[src/rtl/exec_stage_pipe_pkg.sv]
// Y86 encodings, status codes and condition-code type shared by the execute stage.
// Also holds the jump/cmov condition evaluator.
package y86_defs;

    localparam logic [3:0] I_HALT   = 4'h0;
    localparam logic [3:0] I_NOP    = 4'h1;
    localparam logic [3:0] I_RRMOVL = 4'h2;
    localparam logic [3:0] I_IRMOVL = 4'h3;
    localparam logic [3:0] I_RMMOVL = 4'h4;
    localparam logic [3:0] I_MRMOVL = 4'h5;
    localparam logic [3:0] I_OPL    = 4'h6;
    localparam logic [3:0] I_JXX    = 4'h7;
    localparam logic [3:0] I_CALL   = 4'h8;
    localparam logic [3:0] I_RET    = 4'h9;
    localparam logic [3:0] I_PUSHL  = 4'hA;
    localparam logic [3:0] I_POPL   = 4'hB;

    localparam logic [3:0] F_ADD = 4'h0;
    localparam logic [3:0] F_SUB = 4'h1;
    localparam logic [3:0] F_AND = 4'h2;
    localparam logic [3:0] F_XOR = 4'h3;

    localparam logic [3:0] C_ALWAYS = 4'h0;
    localparam logic [3:0] C_LE     = 4'h1;
    localparam logic [3:0] C_L      = 4'h2;
    localparam logic [3:0] C_E      = 4'h3;
    localparam logic [3:0] C_NE     = 4'h4;
    localparam logic [3:0] C_GE     = 4'h5;
    localparam logic [3:0] C_G      = 4'h6;

    localparam logic [2:0] S_AOK = 3'd1;
    localparam logic [2:0] S_HLT = 3'd2;
    localparam logic [2:0] S_ADR = 3'd3;
    localparam logic [2:0] S_INS = 3'd4;

    localparam logic [3:0] RNONE = 4'hF;

    typedef struct packed {
        logic zf;
        logic sf;
        logic of;
    } cc_t;

    localparam cc_t CC_RESET = '{zf: 1'b1, sf: 1'b0, of: 1'b0};

    // Unknown condition codes evaluate false; the caller flags them as INS.
    function automatic logic cond_eval(input cc_t cc, input logic [3:0] ifun);
        logic r;
        case (ifun)
            C_ALWAYS: r = 1'b1;
            C_LE:     r = (cc.sf ^ cc.of) | cc.zf;
            C_L:      r = cc.sf ^ cc.of;
            C_E:      r = cc.zf;
            C_NE:     r = ~cc.zf;
            C_GE:     r = ~(cc.sf ^ cc.of);
            C_G:      r = ~(cc.sf ^ cc.of) & ~cc.zf;
            default:  r = 1'b0;
        endcase
        return r;
    endfunction

endpackage

[src/rtl/exec_stage_pipe_if.sv]
// Handshake bundle between the E register, the execute stage and the memory stage.
// master drives instructions and consumes results; slave is the execute stage.
interface exec_stage_pipe_if #(parameter int WORD_W = 32);

    logic              in_valid;
    logic              in_ready;
    logic [3:0]        in_icode;
    logic [3:0]        in_ifun;
    logic [WORD_W-1:0] in_valA;
    logic [WORD_W-1:0] in_valB;
    logic [WORD_W-1:0] in_valC;
    logic [3:0]        in_dstE;
    logic [3:0]        in_dstM;
    logic [2:0]        in_stat;
    logic              exc_block;
    logic              flush;
    logic              out_valid;
    logic              out_ready;
    logic [3:0]        out_icode;
    logic              out_Cnd;
    logic [WORD_W-1:0] out_valE;
    logic [WORD_W-1:0] out_valA;
    logic [3:0]        out_dstE;
    logic [3:0]        out_dstM;
    logic [2:0]        out_stat;
    logic [2:0]        cc_o;

    modport master (
        output in_valid, in_icode, in_ifun, in_valA, in_valB, in_valC,
               in_dstE, in_dstM, in_stat, exc_block, flush, out_ready,
        input  in_ready, out_valid, out_icode, out_Cnd, out_valE, out_valA,
               out_dstE, out_dstM, out_stat, cc_o
    );

    modport slave (
        input  in_valid, in_icode, in_ifun, in_valA, in_valB, in_valC,
               in_dstE, in_dstM, in_stat, exc_block, flush, out_ready,
        output in_ready, out_valid, out_icode, out_Cnd, out_valE, out_valA,
               out_dstE, out_dstM, out_stat, cc_o
    );

endinterface

[src/rtl/exec_stage_pipe_alu.sv]
// Combinational execute ALU: selects valE per icode and derives ZF/SF/OF.
// Flags are only meaningful for OPL; the caller decides whether to latch them.
module exec_alu
    import y86_defs::*;
#(
    parameter int WORD_W     = 32,
    parameter int STACK_STEP = WORD_W / 8
) (
    input  logic [3:0]        icode,
    input  logic [3:0]        ifun,
    input  logic [WORD_W-1:0] val_a,
    input  logic [WORD_W-1:0] val_b,
    input  logic [WORD_W-1:0] val_c,
    output logic [WORD_W-1:0] res,
    output logic              zf,
    output logic              sf,
    output logic              of
);

    localparam int MSB = WORD_W - 1;
    localparam logic [WORD_W-1:0] STEP = WORD_W'(STACK_STEP);

    always_comb begin
        res = '0;
        of  = 1'b0;
        case (icode)
            I_RRMOVL:          res = val_a;
            I_IRMOVL:          res = val_c;
            I_RMMOVL, I_MRMOVL: res = val_b + val_c;
            I_OPL: begin
                case (ifun)
                    F_ADD: begin
                        res = val_b + val_a;
                        of  = (val_a[MSB] == val_b[MSB]) && (res[MSB] != val_a[MSB]);
                    end
                    F_SUB: begin
                        res = val_b - val_a;
                        of  = (val_a[MSB] != val_b[MSB]) && (res[MSB] != val_b[MSB]);
                    end
                    F_AND:   res = val_a & val_b;
                    F_XOR:   res = val_a ^ val_b;
                    default: res = '0;
                endcase
            end
            I_CALL, I_PUSHL:   res = val_b - STEP;
            I_RET, I_POPL:     res = val_b + STEP;
            default:           res = '0;
        endcase
    end

    assign zf = (res == '0);
    assign sf = res[MSB];

endmodule

[src/rtl/exec_stage_pipe.sv]
// Y86 execute stage: ALU, condition-code register, jump/cmov condition and the
// E->M pipeline register with valid/ready handshake and flush.
module exec_stage_pipe
    import y86_defs::*;
#(
    parameter int WORD_W     = 32,
    parameter int STACK_STEP = WORD_W / 8
) (
    input logic             clk,
    input logic             rst,
    exec_stage_pipe_if.slave e
);

    cc_t               cc;
    logic [WORD_W-1:0] alu_res;
    logic              alu_zf;
    logic              alu_sf;
    logic              alu_of;
    logic              accept;
    logic              is_cond;
    logic              cnd;
    logic              bad_fun;
    logic              cc_we;
    logic [2:0]        stat_next;
    logic [3:0]        dst_e_next;

    exec_alu #(
        .WORD_W    (WORD_W),
        .STACK_STEP(STACK_STEP)
    ) u_alu (
        .icode(e.in_icode),
        .ifun (e.in_ifun),
        .val_a(e.in_valA),
        .val_b(e.in_valB),
        .val_c(e.in_valC),
        .res  (alu_res),
        .zf   (alu_zf),
        .sf   (alu_sf),
        .of   (alu_of)
    );

    assign e.in_ready = ~e.out_valid | e.out_ready;
    assign accept     = e.in_valid & e.in_ready & ~e.flush;

    // Condition uses the CC as it stands before this instruction's edge.
    assign is_cond    = (e.in_icode == I_RRMOVL) | (e.in_icode == I_JXX);
    assign cnd        = is_cond & cond_eval(cc, e.in_ifun);
    assign bad_fun    = ((e.in_icode == I_OPL) & (e.in_ifun > F_XOR)) |
                        (is_cond & (e.in_ifun > C_G));
    assign stat_next  = ((e.in_stat == S_AOK) && bad_fun) ? S_INS : e.in_stat;
    assign dst_e_next = ((e.in_icode == I_RRMOVL) && !cnd) ? RNONE : e.in_dstE;

    assign cc_we = accept && (e.in_icode == I_OPL) && (e.in_ifun <= F_XOR) &&
                   (e.in_stat == S_AOK) && !e.exc_block;

    always_ff @(posedge clk or negedge rst) begin
        if (!rst) begin
            cc <= CC_RESET;
        end else if (cc_we) begin
            cc <= '{zf: alu_zf, sf: alu_sf, of: alu_of};
        end
    end

    assign e.cc_o = cc;

    always_ff @(posedge clk or negedge rst) begin
        if (!rst) begin
            e.out_valid <= 1'b0;
            e.out_icode <= I_NOP;
            e.out_Cnd   <= 1'b0;
            e.out_valE  <= '0;
            e.out_valA  <= '0;
            e.out_dstE  <= RNONE;
            e.out_dstM  <= RNONE;
            e.out_stat  <= S_AOK;
        end else if (e.flush) begin
            e.out_valid <= 1'b0;
            e.out_icode <= I_NOP;
            e.out_Cnd   <= 1'b0;
            e.out_valE  <= '0;
            e.out_valA  <= '0;
            e.out_dstE  <= RNONE;
            e.out_dstM  <= RNONE;
            e.out_stat  <= S_AOK;
        end else if (e.in_ready) begin
            e.out_valid <= e.in_valid;
            if (e.in_valid) begin
                e.out_icode <= e.in_icode;
                e.out_Cnd   <= cnd;
                e.out_valE  <= alu_res;
                e.out_valA  <= e.in_valA;
                e.out_dstE  <= dst_e_next;
                e.out_dstM  <= e.in_dstM;
                e.out_stat  <= stat_next;
            end
        end
    end

endmodule
[src/flat_wrapper.sv]
// flat-port wrapper written by rule: the top's interface ports become plain ports
module exec_stage_pipe_flat import y86_defs::*;
#(
    parameter int WORD_W     = 32,
    parameter int STACK_STEP = WORD_W / 8
)
  (clk, rst, e_in_valid, e_in_icode, e_in_ifun, e_in_valA, e_in_valB, e_in_valC, e_in_dstE, e_in_dstM, e_in_stat, e_exc_block, e_flush, e_out_ready, e_in_ready, e_out_valid, e_out_icode, e_out_Cnd, e_out_valE, e_out_valA, e_out_dstE, e_out_dstM, e_out_stat, e_cc_o);
  exec_stage_pipe_if #(.WORD_W(WORD_W)) e_i ();
  input logic clk;
  input logic rst;
  input wire logic [$bits(e_i.in_valid)-1:0] e_in_valid;
  input wire logic [$bits(e_i.in_icode)-1:0] e_in_icode;
  input wire logic [$bits(e_i.in_ifun)-1:0] e_in_ifun;
  input wire logic [$bits(e_i.in_valA)-1:0] e_in_valA;
  input wire logic [$bits(e_i.in_valB)-1:0] e_in_valB;
  input wire logic [$bits(e_i.in_valC)-1:0] e_in_valC;
  input wire logic [$bits(e_i.in_dstE)-1:0] e_in_dstE;
  input wire logic [$bits(e_i.in_dstM)-1:0] e_in_dstM;
  input wire logic [$bits(e_i.in_stat)-1:0] e_in_stat;
  input wire logic [$bits(e_i.exc_block)-1:0] e_exc_block;
  input wire logic [$bits(e_i.flush)-1:0] e_flush;
  input wire logic [$bits(e_i.out_ready)-1:0] e_out_ready;
  output wire logic [$bits(e_i.in_ready)-1:0] e_in_ready;
  output wire logic [$bits(e_i.out_valid)-1:0] e_out_valid;
  output wire logic [$bits(e_i.out_icode)-1:0] e_out_icode;
  output wire logic [$bits(e_i.out_Cnd)-1:0] e_out_Cnd;
  output wire logic [$bits(e_i.out_valE)-1:0] e_out_valE;
  output wire logic [$bits(e_i.out_valA)-1:0] e_out_valA;
  output wire logic [$bits(e_i.out_dstE)-1:0] e_out_dstE;
  output wire logic [$bits(e_i.out_dstM)-1:0] e_out_dstM;
  output wire logic [$bits(e_i.out_stat)-1:0] e_out_stat;
  output wire logic [$bits(e_i.cc_o)-1:0] e_cc_o;
  assign e_i.in_valid = e_in_valid;
  assign e_i.in_icode = e_in_icode;
  assign e_i.in_ifun = e_in_ifun;
  assign e_i.in_valA = e_in_valA;
  assign e_i.in_valB = e_in_valB;
  assign e_i.in_valC = e_in_valC;
  assign e_i.in_dstE = e_in_dstE;
  assign e_i.in_dstM = e_in_dstM;
  assign e_i.in_stat = e_in_stat;
  assign e_i.exc_block = e_exc_block;
  assign e_i.flush = e_flush;
  assign e_i.out_ready = e_out_ready;
  assign e_in_ready = e_i.in_ready;
  assign e_out_valid = e_i.out_valid;
  assign e_out_icode = e_i.out_icode;
  assign e_out_Cnd = e_i.out_Cnd;
  assign e_out_valE = e_i.out_valE;
  assign e_out_valA = e_i.out_valA;
  assign e_out_dstE = e_i.out_dstE;
  assign e_out_dstM = e_i.out_dstM;
  assign e_out_stat = e_i.out_stat;
  assign e_cc_o = e_i.cc_o;
  exec_stage_pipe #(.WORD_W(WORD_W), .STACK_STEP(STACK_STEP)) u_core (.clk(clk), .rst(rst), .e(e_i));
endmodule
[config.mk]
export PLATFORM = sky130hd
export DESIGN_NAME = exec_stage_pipe_flat
export DESIGN_NICKNAME = d
export VERILOG_FILES = /design/src/rtl/exec_stage_pipe_pkg.sv /design/src/rtl/exec_stage_pipe_if.sv /design/src/rtl/exec_stage_pipe_alu.sv /design/src/rtl/exec_stage_pipe.sv /design/src/flat_wrapper.sv
export SDC_FILE = /design/constraint.sdc
export NUM_CORES = 1
export LEC_CHECK = 0
export BUFFER_PORTS_ARGS = -buffer_cell sky130_fd_sc_hd__buf_2
export CORE_MARGIN = 2
export CORE_UTILIZATION = 45
export CTS_BUF_LIST = sky130_fd_sc_hd__clkbuf_4
export DETAILED_ROUTE_END_ITERATION = 8
export GPL_TIMING_DRIVEN = 0
export PLACE_DENSITY = 0.66
export SLEW_MARGIN = 20
export SYNTH_ARGS = -nofsm -noshare
export SYNTH_HDL_FRONTEND = slang
export SYNTH_SLANG_ARGS = --single-unit
[constraint.sdc]
create_clock -name clk -period 3.1 [get_ports clk]
set_input_delay 0.31 -clock clk [delete_from_list [all_inputs] [get_ports clk]]
set_output_delay 0.31 -clock clk [all_outputs]
set_load 0.05 [all_outputs]
==> metrics.cfg, run 1 <==
[detailed_routing]
vias = 15413
vias_per_cell = 6.799
drt_first_pass_iters = 9
routed_wl_um = 62210
drtIter0Drc = 2151
antenna_left = 0
wire_per_inst_um = 27.44
drc = 0

[cts]
cts_max_level = 3
clk_pin_slew_ps = 160
cts_sinks = 84
insertion_delay_ps = 520
numCtsBuffers = 9
cts_tree = done
clk_path_buf_depth = 2
root_buffer = clkbuf_4

[yosys]
synth_top_area_share_pct = 15.14
yosysTopAreaCell = dfrtp_1
async_flop_share_pct = 100.0
synth_warnings = 0
syn_area_mm2 = 0.01206
syn_avg_cell_area_um2 = 7.202
synth_top_flop_cell = dfrtp_1
seq_area_frac_synth_pct = 17.54
ys_seq_elements = 84
synth.area.top_cells = dfrtp_1 (15%), ha_1 (10%), o21ai_0 (5.8%)
synth_edf_count = 0
syn-instance-count = 1675
syn_nets = 1896
ys_types = 92

[sta]
rsz0062_at_grt = true
finalWorstSetupSlack_ps = -1005
fin_crit_sh_pct = 132.4
period_minus_slack_ps = 4105
setup_viol = 10
finalHoldViolations = 0
tns_ps = -3263
finalClockSkew_ps = 30.47
fmax_mhz = 243.6
maxSlewHeadroom_pct = 20.94
fin_hold_ws_ps = 9.603
worstMarginPinSlew_ps = 1182
slew_violations = 0

[layout]
final_common_cell = buf_2
layout_common_cells = buf_2 (211), nand2_1 (184), o21ai_0 (131)
drive_gt1_share_pct = 22.59
fin_util_pct = 56.41
final_nets = 2146
syn2layout_area_growth_pct = 22.54
fillCellCount = 2612
instances_no_fill = 2267

[global_route]
grt_usage_pct = 42.46
grt_pass1_vias = 14091
antenna_found_initial = 1
grt_overflow = 0
grt_pass1_wl_um = 89130
grt_max_degree = 60

[floorplan]
dieArea_mm2 = 0.02814
core.rowCount = 59
die_x_um = 167.7
initial_core_util_pct = 46.03
pin_count = 206
core-area_mm2 = 0.02621
die_h_um = 167.7

[place]
io_buffers = 201
hpwl_um = 49500
gp_congestion = 1.041
post-place-cells = 2214

[critical_path]
cp.required_ps = 3560
r2r_start = u_core.e.out_valid
cp-startpoint = e_in_icode[2]
cp-end-kind = register
reg2reg_slack_ps = -340
arrival_ps = 4560
r2r_end = u_core.e.cc_o[2]
r2r_cells = 13
crit_fanout = 4
endpoint = u_core.e.cc_o[2]
criticalPathCategory = primary input to register
cp-start-kind = primary input

[power_and_ir_drop]
p_per_area_mw_per_mm2 = 302.1
vdd_drop_max_uv = 162.9
leakage_uw = 0.006415

[run_status]
status = finished with violations
violations = negative setup slack

[worst_hold_path]
min_from = e_in_dstM[3]
min_path_type = primary input to register

[run]
cap_violations = 0

==> critical path: stages <==
cell and delay, ps:
buf_12 110, and3b_2 400, buf_12 150, buf_12 90
buf_12 110, xnor2_4 120, ha_4 200, buf_4 120
nor3_1 40, a21oi_1 180, xor2_1 390, o221ai_1 200
a311oi_1 470, nand3_1 120, nor4_1 280, nand4_1 170
nor4_2 440, nand3_2 210, nor4_4 290, a22o_1 160
==> final cells by class <==
class | count | area [um2] | share of cell area [%]
Timing Repair Buffer | 243 | 1369 | 9.259
Inverter | 84 | 315.3 | 2.133
Buffer | 109 | 556.8 | 3.766
Sequential cell | 84 | 2116 | 14.31
Clock inverter | 7 | 57.56 | 0.3893
Antenna cell | 2 | 5.005 | 0.03386
Tap cell | 335 | 419.2 | 2.835
Clock buffer | 9 | 67.56 | 0.4570
Multi-Input combinational cell | 1394 | 9877 | 66.81
==> timing repair <==
action | CTS | global route
buffers inserted | 25 | 19
resized for setup | 80 | 122
pin swaps | 24 | 39
setup endpoints to repair | 37 | 29
hold buffers | 2 | 0
cloned | 0 | 0
hold endpoints to repair | 26 | 0
==> through the flow <==
step	area, um2	setup slack, ps	power (uW)
after CTS	14260	-795.6	4235
after global routing	14780	-1016	4643
after floorplan	12160	-928.0	2712
after detailed placement	13630	-2966	3503
final	14780	-1005	4465
after global placement	13580	-3108	3487
==> registers in the layout (all words and copies together) (netlist names) <==
register / flops
u_core.e.out_dstM: 4
u_core.e.out_dstE: 4
u_core.e.out_Cnd: 1
u_core.e.out_icode: 4
u_core.e.cc_o: 3
u_core.e.out_valA: 32
u_core.e.out_valE: 32
u_core.e.out_stat: 3
u_core.e.out_valid: 1
==> report_power, final <==
| part | internal, uW | total [uW] | switching, uW |
|---|---|---|---|
| Sequential | 1160 | 1200 | 33.7 |
| Clock | 176 | 668 | 493 |
| Combinational | 837 | 2600 | 1760 |
==> worst min path at each step <==
stage / end / slack (ps) / cells after the start
6_report: u_core.e.out_dstM[3] / 10 / 2
3_3_place_gp: u_core.e.out_stat[2] / 450 / 2
5_1_grt: u_core.e.out_dstE[0] / -1 / 2
3_5_place_dp: u_core.e.out_valE[3] / 250 / 1
4_1_cts: u_core.e.out_dstE[3] / 10 / 2
2_1_floorplan: u_core.e.cc_o[0] / 10 / 0
==> metal layers <==
| metal | routed length (um) | track usage (%) | up-vias |
|---|---|---|---|
| met4 | 2828 | 17.62 | 0 |
| met1 | 24880 | 57.19 | 7288 |
| met5 | 0 | 0 | - |
| met2 | 26030 | 63.65 | 1146 |
| met3 | 8477 | 12.12 | 189 |
| li1 | - | - | 6790 |
==> synthesized netlist by cell type (9+ instances only) <==
library cell    n
a211o_1        10
a21o_1         34
and2_1         11
dfstp_2        11
nand4_1        34
mux2i_1        26
nor3_1         46
or3_1           9
xor2_1         29
clkbuf_1       97
and3_1         24
ha_1           97
inv_1          81
nor4_1         22
nand2b_1       13
a22o_1         26
a211oi_1       19
or4_1          12
o21a_1          9
o31ai_1        15
a222oi_1        9
nor2_1        131
nand2_1       186
dfrtp_1        73
a22oi_1        17
a31oi_1        28
a221oi_1       11
xnor2_1        44
nand3_1        41
a21oi_1       131
nor2b_1        22
buf_1           9
o22a_1         11
o221ai_1       16
o22ai_1        12
o21ai_0       140
o211ai_1       21
==> cell families (layout without fill, tap and decap cells) <==
kind of cell | Yosys count | in the layout | share of synthesized area, %
AO/OA/AOI/OAI | 606 | 606 | 34.10
AND/OR/NAND/NOR | 583 | 583 | 23.37
buffers and inverters | 197 | 452 | 6.326
adder cells (fa/ha/maj) | 100 | 100 | 10.56
flip-flops | 84 | 84 | 17.54
XOR/XNOR | 73 | 73 | 5.300
multiplexers | 32 | 32 | 2.811
other | 0 | 2 | 0
Power figures use the tool's default switching activity.
==> run 2: changes to the inputs <==
--- a/config.mk
+++ b/config.mk
@@ -16,3 +16,4 @@
 export SYNTH_ARGS = -nofsm -noshare
 export SYNTH_HDL_FRONTEND = slang
 export SYNTH_SLANG_ARGS = --single-unit
+export TNS_END_PERCENT = 20
==> metrics.cfg, run 2 (synthesized netlist as in run 1, its figures left out) <==
[global_route]
antenna_found_initial = 3
grt_overflow = 0
grt_pass1_vias = 14210
grt_max_degree = 59
grt_usage_pct = 42.06
grt_pass1_wl_um = 88860

[floorplan]
core.rowCount = 59
core-area_mm2 = 0.02621
dieArea_mm2 = 0.02814
pin_count = 206
die_h_um = 167.7
initial_core_util_pct = 46.03
die_x_um = 167.7

[place]
hpwl_um = 48900
post-place-cells = 2214
gp_congestion = 1.056
io_buffers = 201

[layout]
multi_input_area_mm2 = 0.01000
final_nets = 2155
largestRegisters = u_core.e.out_valA (32), u_core.e.out_valE (32)
layout_common_cells = buf_2 (194), nand2_1 (185), o21ai_0 (131)
fillCellCount = 2551
instances_no_fill = 2276
register_area_mm2 = 0.002116
drive_gt1_share_pct = 23.62
fin_util_pct = 57.77
final_common_cell = buf_2
syn2layout_area_growth_pct = 25.48

[run]
cap_violations = 0

[sta]
fin_hold_ws_ps = 34.76
setup_viol = 16
rsz0062_at_grt = true
fmax_mhz = 254.2
slew_violations = 0
finalWorstSetupSlack_ps = -833.9
finalHoldViolations = 0
worstMarginPinSlew_ps = 1191
fin_crit_sh_pct = 126.9
maxSlewHeadroom_pct = 20.32
finalClockSkew_ps = 16.33
period_minus_slack_ps = 3934

[detailed_routing]
vias_per_cell = 6.770
drtIter0Drc = 1924
antenna_left = 0
wire_per_inst_um = 27.07
drc = 0
drt_first_pass_iters = 9
routed_wl_um = 61620
vias = 15408

[power_and_ir_drop]
vdd_drop_max_uv = 150.9
leakage_uw = 0.006494
p_total_uw = 4707
p_per_area_mw_per_mm2 = 310.9

[cts]
cts_sinks = 84
cts_max_level = 3
clk_pin_slew_ps = 160
numCtsBuffers = 9
clk_path_buf_depth = 2
cts_tree = done
insertion_delay_ps = 490
root_buffer = clkbuf_4

[worst_hold_path]
worstHoldPathCells = 2
min_path_type = primary input to register
whs_endpoint = u_core.e.out_dstE[2]
min_from = e_in_dstE[2]

[critical_path]
r2r_cells = 13
r2r_start = u_core.e.out_valid
crit_fanout = 4
r2r_end = u_core.e.cc_o[2]
cp-end-kind = register
reg2reg_slack_ps = -320
cp-start-kind = primary input
cp.required_ps = 3550
criticalPathCategory = primary input to register
arrival_ps = 4380

[run_status]
violations = negative setup slack
status = finished with violations

run 2: changes by cell type in the layout (fill, tap and decap cells not counted), sizes merged:
cell         delta
clkbuf          +4
dlygate4sd3     +4
bufinv          +3
inv             -2
buf             +1
clkinvlp        -1
run 2: how the worst max path moves through the flow:
stage                        startpoint          endpoint  cells after the start
after floorplan           e_in_icode[3]  u_core.e.cc_o[2]                     20
after global placement    e_in_icode[0]  u_core.e.cc_o[2]                     14
after detailed placement  e_in_icode[0]  u_core.e.cc_o[2]                     14
after CTS                 e_in_icode[0]  u_core.e.cc_o[2]                     20
after global routing      e_in_valA[20]  u_core.e.cc_o[2]                     16
final                     e_in_icode[2]  u_core.e.cc_o[2]                     19
run 2: metrics by stage:
| step | setup slack (ps) | area, um2 | TNS [ps] |
|---|---|---|---|
| after floorplan | -928.5 | 12140 | -2109 |
| after global placement | -2891 | 13560 | -52450 |
| after detailed placement | -2911 | 13610 | -50400 |
| after CTS | -712.4 | 14480 | -1236 |
| after global routing | -899.0 | 15140 | -2706 |
| final | -833.9 | 15140 | -2673 |
run 2: timing repair:
item,in CTS,in global routing
buffers inserted,24,21
pin swaps,29,46
gates resized for setup,104,153
endpoints found under the hold margin,31,0
endpoints found under the setup margin,36,30
hold buffers,6,0
run 2: cell type report:
type,count,area share (%)
sequential,84,13.98
antenna,2,0.03306
clock buffer,9,0.4463
clock inverter,7,0.8100
timing repair buffer,254,9.976
tap,335,2.769
multi-input combinational,1394,66.09
inverter,84,2.190
buffer,107,3.711
run 2: critical path, cell delays in order:
cell and delay (ps):
buf_12 100, and3b_4 400, buf_12 140, buf_12 90, buf_12 110, xnor2_4 120, ha_4 200, and3_4 230
nand4_1 230, a211oi_4 360, buf_4 180, mux2i_1 200, mux2i_1 120, a21oi_1 190, o211a_1 280, nand4_1 120
or4_4 550, nor4_2 250, a22o_1 160
run 2: where the power goes:
group / internal [uW] / total [uW] / switching, uW
registers: 1160 / 1200 / 32.7
clock network: 415 / 873 / 458
logic: 877 / 2640 / 1760
total: 2460 / 4710 / 2250
run 2: layer usage:
layer  share of wire, %  routed length [um]  vias up  global-route usage, %
li1                   -                   -     6788                      -
met1                 41               25130     7352                  57.24
met2                 42               25880     1079                  64.12
met3                 12                7606      187                  9.501
met4                4.8                2988        2                  17.77
met5              0.021                  13        -                      0
